==> src/rtl/motor_ramp_ctrl.sv <==
// Four-channel motor duty ramp controller: slew-limited duty, dead-time on reversal,
// immediate brake and emergency stop, with registered duty/drive/settled outputs.
module motor_ramp_ctrl #(
  parameter int unsigned DUTY_MAX   = 2600,
  parameter int unsigned RAMP_DIV   = 100,
  parameter int unsigned STEP       = 8,
  parameter int unsigned DEAD_TICKS = 4
) (
  input  logic        clk,
  input  logic        rst_n,
  input  logic        wr_en,
  input  logic [1:0]  wr_addr,
  input  logic [15:0] wr_data,
  input  logic        estop,
  output logic [11:0] duty0,
  output logic [11:0] duty1,
  output logic [11:0] duty2,
  output logic [11:0] duty3,
  output logic [7:0]  drive_code,
  output logic [3:0]  at_target
);

  localparam int unsigned NM = 4;
  localparam int unsigned PW = (RAMP_DIV > 1) ? $clog2(RAMP_DIV) : 1;
  localparam int unsigned DW = (DEAD_TICKS > 1) ? $clog2(DEAD_TICKS) : 1;
  localparam logic [11:0]   DMAX      = 12'(DUTY_MAX);
  localparam logic [11:0]   STEP_W    = 12'(STEP);
  localparam logic [PW-1:0] PRE_LAST  = PW'(RAMP_DIV - 1);
  localparam logic [DW-1:0] DEAD_LAST = DW'(DEAD_TICKS - 1);

  localparam logic [1:0] M_IDLE  = 2'b00;
  localparam logic [1:0] M_REV   = 2'b01;
  localparam logic [1:0] M_FWD   = 2'b10;
  localparam logic [1:0] M_BRAKE = 2'b11;

  typedef enum logic [1:0] {ST_RUN, ST_DECEL, ST_DEAD} st_t;

  logic [PW-1:0] pre_q;
  logic          tick;
  logic [11:0]   wr_mag;
  logic          unused_wr_bits;

  logic [1:0]    tmode_q [NM];
  logic [1:0]    tmode_d [NM];
  logic [11:0]   tmag_q  [NM];
  logic [11:0]   tmag_d  [NM];
  logic [11:0]   cur_q   [NM];
  logic [11:0]   cur_d   [NM];
  st_t           st_q    [NM];
  st_t           st_d    [NM];
  logic [DW-1:0] dcnt_q  [NM];
  logic [DW-1:0] dcnt_d  [NM];
  logic [NM-1:0] dir_q, dir_d;

  logic [NM-1:0] t_idle, t_brake, t_opp;
  logic [11:0]   t_eff   [NM];

  logic [11:0]   duty_q  [NM];
  logic [11:0]   duty_d  [NM];
  logic [7:0]    code_q, code_d;
  logic [NM-1:0] at_q, at_d;

  assign tick           = (pre_q == PRE_LAST);
  assign wr_mag         = (wr_data[11:0] > DMAX) ? DMAX : wr_data[11:0];
  assign unused_wr_bits = ^wr_data[13:12];

  function automatic logic [11:0] step_lim(input logic [11:0] d);
    return (d > STEP_W) ? STEP_W : d;
  endfunction

  // Target decode relative to each motor's present direction (dir 1 = reverse)
  always_comb begin
    for (int n = 0; n < NM; n++) begin
      t_idle[n]  = (tmode_q[n] == M_IDLE);
      t_brake[n] = (tmode_q[n] == M_BRAKE);
      t_opp[n]   = ((tmode_q[n] == M_FWD) && dir_q[n]) || ((tmode_q[n] == M_REV) && !dir_q[n]);
      t_eff[n]   = t_idle[n] ? 12'd0 : tmag_q[n];
    end
  end

  // State register, including the registered outputs
  always_ff @(posedge clk or negedge rst_n) begin
    if (!rst_n) begin
      pre_q  <= '0;
      dir_q  <= '0;
      code_q <= '0;
      at_q   <= '1;
      for (int n = 0; n < NM; n++) begin
        tmode_q[n] <= M_IDLE;
        tmag_q[n]  <= '0;
        cur_q[n]   <= '0;
        st_q[n]    <= ST_RUN;
        dcnt_q[n]  <= '0;
        duty_q[n]  <= '0;
      end
    end else begin
      pre_q  <= tick ? '0 : pre_q + PW'(1);
      dir_q  <= dir_d;
      code_q <= code_d;
      at_q   <= at_d;
      for (int n = 0; n < NM; n++) begin
        tmode_q[n] <= tmode_d[n];
        tmag_q[n]  <= tmag_d[n];
        cur_q[n]   <= cur_d[n];
        st_q[n]    <= st_d[n];
        dcnt_q[n]  <= dcnt_d[n];
        duty_q[n]  <= duty_d[n];
      end
    end
  end

  // Next state: targets, ramp, reversal sequencing; ticks use the pre-write target
  always_comb begin
    dir_d = dir_q;
    for (int n = 0; n < NM; n++) begin
      tmode_d[n] = tmode_q[n];
      tmag_d[n]  = tmag_q[n];
      cur_d[n]   = cur_q[n];
      st_d[n]    = st_q[n];
      dcnt_d[n]  = dcnt_q[n];
      if (estop) begin
        tmode_d[n] = M_IDLE;
        tmag_d[n]  = '0;
        cur_d[n]   = '0;
        st_d[n]    = ST_RUN;
        dcnt_d[n]  = '0;
      end else begin
        if (wr_en && (wr_addr == 2'(n))) begin
          tmode_d[n] = wr_data[15:14];
          tmag_d[n]  = wr_mag;
        end
        if (t_brake[n]) begin
          cur_d[n]  = '0;
          st_d[n]   = ST_RUN;
          dcnt_d[n] = '0;
        end else begin
          case (st_q[n])
            ST_RUN: begin
              if (t_opp[n]) begin
                st_d[n]   = (cur_q[n] == 12'd0) ? ST_DEAD : ST_DECEL;
                dcnt_d[n] = '0;
              end else if (tick) begin
                if (cur_q[n] < t_eff[n]) cur_d[n] = cur_q[n] + step_lim(t_eff[n] - cur_q[n]);
                else                     cur_d[n] = cur_q[n] - step_lim(cur_q[n] - t_eff[n]);
              end
            end
            ST_DECEL: begin
              if (!t_opp[n]) begin
                st_d[n] = ST_RUN;
              end else if (tick) begin
                if (cur_q[n] <= STEP_W) begin
                  cur_d[n]  = '0;
                  st_d[n]   = ST_DEAD;
                  dcnt_d[n] = '0;
                end else begin
                  cur_d[n] = cur_q[n] - STEP_W;
                end
              end
            end
            ST_DEAD: begin
              cur_d[n] = '0;
              if (tick) begin
                if (dcnt_q[n] == DEAD_LAST) begin
                  st_d[n]   = ST_RUN;
                  dcnt_d[n] = '0;
                  if (!t_idle[n]) dir_d[n] = (tmode_q[n] == M_REV);
                end else begin
                  dcnt_d[n] = dcnt_q[n] + DW'(1);
                end
              end
            end
            default: st_d[n] = ST_RUN;
          endcase
        end
      end
    end
  end

  // Output decode; a zero duty never carries a drive code except for brake
  always_comb begin
    code_d = '0;
    at_d   = '0;
    for (int n = 0; n < NM; n++) begin
      duty_d[n] = '0;
      if (estop) begin
        duty_d[n]                 = DMAX;
        code_d[2*(NM-1-n) +: 2]   = M_BRAKE;
      end else if (t_brake[n]) begin
        duty_d[n]                 = tmag_q[n];
        code_d[2*(NM-1-n) +: 2]   = M_BRAKE;
      end else if ((st_q[n] != ST_DEAD) && (cur_q[n] != 12'd0)) begin
        duty_d[n]                 = cur_q[n];
        code_d[2*(NM-1-n) +: 2]   = dir_q[n] ? M_REV : M_FWD;
      end
      at_d[n] = (st_q[n] == ST_RUN) && (t_brake[n] || (cur_q[n] == t_eff[n]))
                && (t_brake[n] || t_idle[n] || !t_opp[n]);
    end
  end

  assign duty0      = duty_q[0];
  assign duty1      = duty_q[1];
  assign duty2      = duty_q[2];
  assign duty3      = duty_q[3];
  assign drive_code = code_q;
  assign at_target  = at_q;

endmodule

==> config.mk <==
export PLATFORM = sky130hd
export DESIGN_NAME = motor_ramp_ctrl
export DESIGN_NICKNAME = d
export VERILOG_FILES = /design/src/rtl/motor_ramp_ctrl.sv
export SDC_FILE = /design/constraint.sdc
export NUM_CORES = 1
export LEC_CHECK = 0
export BUFFER_PORTS_ARGS = -buffer_cell sky130_fd_sc_hd__buf_2
export CELL_PAD_IN_SITES_DETAIL_PLACEMENT = 0
export CELL_PAD_IN_SITES_GLOBAL_PLACEMENT = 1
export CORE_UTILIZATION = 48
export CTS_CLUSTER_SIZE = 10
export DETAILED_ROUTE_END_ITERATION = 8
export PLACE_DENSITY_LB_ADDON = 0.1
export SYNTH_ARGS = -nofsm -noshare
export SYNTH_HDL_FRONTEND = slang
export SYNTH_SLANG_ARGS = --single-unit
export TNS_END_PERCENT = 50
==> constraint.sdc <==
create_clock -name clk -period 7.5 [get_ports clk]
set_clock_uncertainty 0.2 [all_clocks]
set_input_delay 0.75 -clock clk [delete_from_list [all_inputs] [get_ports clk]]
set_output_delay 0.75 -clock clk [all_outputs]
set_load 0.01 [all_outputs]
# ---- Yosys cells after proc, flatten, opt, wreduce, memory -nomap -nowiden
# Index checks and enable logic that the tools add are counted.
dict set report word_totals {
  regBits 191
  latch_bits 0
  ram_bits 0
  mem_bits_ro 0
  inputBits 22
  output_inout_bits 60
  word_cells 417
  memories 0
}
dict set report classes {
  n_addsub 25
  multipliers 0
  div 0
  n_lt_le_gt_ge 17
  n_eq_ne 76
  n_shift 0
  muxes 170
  bitwise_logic 9
  reduce_logical 89
}
# cell n
set ops {}
lappend ops {{12-bit two-way mux} 65}
lappend ops {{2-bit two-way mux} 92}
lappend ops {{12-bit case mux with 3 select lines} 4}
lappend ops {{12-bit subtractor} 12}
lappend ops {{4-bit inequality test (second input constant)} 32}
lappend ops {{12-bit by 4-bit > comparator with 1-bit output (second input constant)} 8}
lappend ops {{12-bit adder} 4}
lappend ops {{12-bit == test} 4}
lappend ops {{12-bit by 4-bit less-or-equal comparator with 1-bit output (second input constant)} 4}
lappend ops {{12-bit zero test} 4}
lappend ops {{12-bit less-than comparator} 4}
lappend ops {{2-bit case mux with 3 select lines} 8}
lappend ops {{6-bit AND reduction} 8}
lappend ops {{12-bit nonzero test} 4}
lappend ops {{12-bit by 4-bit subtractor with 12-bit output (second input constant)} 4}
lappend ops {{5-bit inequality test (second input constant)} 8}
lappend ops {{5-bit AND reduction} 8}
lappend ops {{2-bit == test (second input constant)} 18}
lappend ops {{1-bit logical AND} 24}
lappend ops {{5-bit nonzero test} 4}
lappend ops {{2-bit by 1-bit == test with 1-bit output (second input constant)} 9}
lappend ops {{2-bit zero test} 9}
lappend ops {{1-bit logical OR} 16}
lappend ops {{12-bit > comparator (second input constant)} 1}
lappend ops {{other kinds (8)} 32}

# ---- Logic depth before layout (Yosys ltp)
dict set report logic_depth {
  depth_word 12
  depth_mapped 29
  depth_no_buf 27
}

# ---- Worst setup path before layout
# Ideal clock, no wire load.
dict set report synth_path {
  path_kind {register to register}
  startpoint {register tmode_q[6] in the netlist's numbering}
  endpoint {register cur_q[44] in the netlist's numbering}
  setup_time_ns 0.121
  arrival_time_ns 5.440
  required_ns 7.179
  setup_slack_ns 1.739
  stages_incl_launch_ff 29
  n_path_buf 2
  period_less_slack_ns 5.761
  cell_sequence {dfrtp_1 -> inv_1 -> ha_1 -> clkbuf_1 -> nand2b_1 -> ha_1 -> fa_1 -> nor2b_1 -> o31ai_2 -> a31oi_1 -> mux2_1 -> a2111o_1 -> or3_1 -> clkbuf_1 -> a21oi_1 -> nand2b_1 -> ha_1 -> xnor2_1 -> a2bb2oi_1 -> ha_1 -> nor2b_1 -> o21ai_0 -> nand2b_1 -> a21o_1 -> a21o_1 -> a31oi_1 -> xor2_1 -> o22ai_1 -> a22o_1}
}
dict set report synth_between {
  elab_chain_len 12
  elab_cells_between_ends 29
  cone_classes {add/sub (4); order compare (3); eq/ne (7); mux (9); reduce/logical (6)}
}
# element line
set synth_rtl {}
lappend synth_rtl {{from (decl)} 43} ;# logic [1:0] tmode_q [NM];
lappend synth_rtl {{from (signal, indexed assignment)} 102} ;# tmode_q[n] <= tmode_d[n];
lappend synth_rtl {{2-bit zero test} 74} ;# t_idle[n] = (tmode_q[n] == M_IDLE);
lappend synth_rtl {{12-bit two-way mux} 77} ;# t_eff[n] = t_idle[n] ? 12'd0 : tmag_q[n];
lappend synth_rtl {{12-bit subtractor, on equally long branches} {144, 143}}
lappend synth_rtl {{12-bit by 4-bit > comparator with 1-bit output} 68} ;# return (d > STEP_W) ? STEP_W : d;
lappend synth_rtl {{12-bit two-way mux} 68}
lappend synth_rtl {{12-bit subtractor / 12-bit adder (equally long branches)} {144, 143}}
lappend synth_rtl {{12-bit two-way mux} 143} ;# if (cur_q[n] < t_eff[n]) cur_d[n] = cur_q[n] + step_lim(t_eff[n] - cur_q[n]);
lappend synth_rtl {{12-bit two-way mux} 142} ;# end else if (tick) begin
lappend synth_rtl {{12-bit two-way mux} 139} ;# if (t_opp[n]) begin
lappend synth_rtl {{12-bit case mux with 3 select lines} 137} ;# case (st_q[n])
lappend synth_rtl {{12-bit two-way mux} 132} ;# if (t_brake[n]) begin
lappend synth_rtl {{12-bit two-way mux} 121} ;# if (estop) begin
lappend synth_rtl {{to (signal, indexed assignment)} 104} ;# cur_q[n] <= cur_d[n];
lappend synth_rtl {{to (decl)} 47} ;# logic [11:0] cur_q [NM];
# Parallel ways exist; a longest one is shown, timed or not. The select of a mux whose other input is x is not followed.
# A chain may end at the register's enable or synchronous reset.

# ---- Worst setup path after layout
dict set report layout_path {
  startpoint {register tmode_q[0] in the netlist's numbering}
  endpoint {register cur_q[11] in the netlist's numbering}
}
# The elaborated chain is that of the path after synthesis.

==> impl_metrics.ini <==
[outcome]
status = finished, final reports clean

[logic_synthesis]
ys.flop_type = dfrtp_1
synth_edf_count = 0
synth_compound_area_share_pct = 23.5
synth_mux_area_share_pct = 2.24
ys_seq_elements = 191
synth.distinct_cells = 88
yosys_warnings = 0
synthCells = 2150
yosys.area_share.simple_pct = 22.0
synthXorXnorAreaFrac_pct = 3.86
synthArstFlopShare_pct = 100
yosysSeqAreaShare_pct = 27.6
avgSynthCellArea_sq_um = 8.08
syn_nets = 2373
synth_top_family_by_area = compound AO/OA/AOI/OAI gates
synth_area_sq_mm = 0.0174
synthAdderAreaFrac_pct = 15.0

[layout]
drive_gt1_share_pct = 7.17
nFillCells = 3494
fin_util_pct = 52.3
final_cell_mix = 189 x ha_1, 187 x dfrtp_1, 166 x nor2_1, 162 x inv_1, 161 x o21ai_0
layout_commonest_cell = ha_1
fin_cells = 2627
area.growth.synth_to_final_pct = 7.17
final_nets = 2374

[route]
dr.pass1.iters = 7
drtIter0Drc = 1029
via_per_inst = 5.96
wl_um = 49100
wire_per_inst_um = 18.7
final_antenna_net_count = 0
drc = 0
vias = 15700

[worst_setup_path]
reg2reg_to = cur_q[11]
slowest_stage = a2111oi_0
cp-end-kind = flip-flop
critPathLaunchType = flip-flop
cpMostUsedCell = ha_1
crit_type = flip-flop to flip-flop
worst_path_largest_cell_delay_ps = 660
rrSetupSlack_ps = 750
r2r_start = tmode_q[0]
required_ps = 7670
reg2reg_depth = 25
arrival_ps = 6910
path_max_fanout = 12

[sta]
worst_slew_pin_slew_ps = 1130
setup_ws_ps = 752
hold_viol_final = 0
post-route-period-util_pct = 90.0
finalSetupTns_ps = 0
setup-violations-final = 0
clock.fmax_mhz = 148
period_minus_slack_ps = 6750
max_slew_margin_pct = 23.9
maxSlewViolCount = 0
rsz0062_at_grt = false

[power_and_ir_drop]
power.total_uw = 8360
leakage_uw = 0.00866
p_sw_uw = 4080
power.density_mw_per_mm2 = 449
combPwrFrac_pct = 71.9
ir_drop_uv = 794
switching_share_pct = 48.7
power_frac_clock_pct = 11.4
p_int_uw = 4290
p_seq_share_pct = 16.7

[die]
die_x_um = 192
die-area_sq_mm = 0.0369
rows = 69
dieHeight_um = 192
start_util_pct = 48.8
ios = 82
core_area_sq_mm = 0.0356

[grt]
grt_pass1_wl_um = 79100
grt_pass1_vias = 14900
track_usage_pct = 27.1
grt_overflow = 0
antenna_found_initial = 3
grt_max_degree = 92

[placement]
pre_cts_slack_ps = 784
place_congestion = 0.922
dp_cells = 2593
port-buffer-count = 79
hpwl_um = 37400

[clock_tree]
cts_buffers = 17
cts_root_buf = clkbuf_16
cts_hold_buffers = 0
clock_latency_ps = 450
clock_path_buffers = 2
cts_resized = 0
post_cts_buffers = 0
htreeDepth = 4
path_clk_slew_ps = 70
clock_sinks = 191
cts_tree = done

[min_path]
hold_path.class = primary input to asynchronous set/reset pin

[job]
drv_cap = 0
## cells in the mapped netlist, types with 44 or more instances
master	n	share of area, %
ha_1	189	14
dfrtp_1	187	27
nor2_1	166	3.6
inv_1	162	3.5
o21ai_0	161	4.6
a21oi_1	156	4.5
nand2_1	156	3.4
clkbuf_1	91	2.0
nand2b_1	91	3.3
nor3_1	74	2.1
xnor2_1	47	2.4
nand3b_1	44	1.9
## kinds of logic (layout without fill, tap and decap cells)
family,Yosys count,after routing
AO/OA/AOI/OAI,635,635
XOR/XNOR,75,75
adder cells (fa/ha/maj),201,201
buffers and inverters,269,282
flip-flops,191,191
multiplexers,38,38
other,0,3
AND/OR/NAND/NOR,741,741
## state kept, by name (all words and copies together), names as in the netlist, 12 cells and up
| register | flops |
|---|---|
| duty0 | 12 |
| duty3 | 12 |
| tmag_q | 48 |
| duty2 | 12 |
| cur_q | 48 |
| duty1 | 12 |
## worst max path at each step
stage	startpoint	slack (ps)	cells past startpoint	endpoint
2_1_floorplan	tmode_q[6]	1740	28	cur_q[44]
3_3_place_gp	tmode_q[0]	970	25	cur_q[11]
3_5_place_dp	tmode_q[0]	780	25	cur_q[11]
4_1_cts	tmode_q[0]	740	25	cur_q[11]
5_1_grt	tmode_q[0]	220	25	cur_q[11]
6_report	tmode_q[0]	750	25	cur_q[11]
## critical path: cells and delay by family, from the launching register on
kind	cells	cell delay, ps
buf+inv	1	80
compound gates	13	3100
simple gates	4	990
flops	1	410
fa+ha+maj	5	1500
xor+xnor	2	370
## layer usage
layer / track usage (%) / share of wire [%] / vias to the layer above / routed length, um
li1: - / - / 7720 / -
met1: 38.1 / 48 / 7502 / 23500
met2: 43.6 / 46 / 371 / 22500
met3: 2.87 / 3.9 / 63 / 1900
met4: 8.21 / 2.4 / 0 / 1160
met5: 0 / 0 / - / 0
## power by group through the flow
| stage | clock, uW | combinational, uW | sequential [uW] |
|---|---|---|---|
| after floorplan | 0 | 4770 | 1380 |
| after global placement | 0 | 5850 | 1410 |
| after detailed placement | 0 | 5910 | 1410 |
| after CTS | 982 | 5950 | 1390 |
| after global routing | 1020 | 6680 | 1420 |
| final | 958 | 6010 | 1400 |
## cell type report
cell class / count / area [sq um] / share of cell area [%]
antenna: 3 / 7.51 / 0.0403
clock buffer: 22 / 464 / 2.49
clock inverter: 9 / 136 / 0.733
inverter: 162 / 608 / 3.27
multi-input combinational: 1690 / 11500 / 62.1
sequential: 191 / 4780 / 25.7
tap: 461 / 577 / 3.10
timing repair buffer: 89 / 482 / 2.59
## metrics by stage
stage / hold WS (ps) / instance area [sq um]
final: 117 / 18600
after global routing: 184 / 18600
after CTS: 172 / 18600
after detailed placement: 281 / 18000
after global placement: 278 / 18000
after floorplan: 254 / 17400
Power figures use the tool's default switching activity.
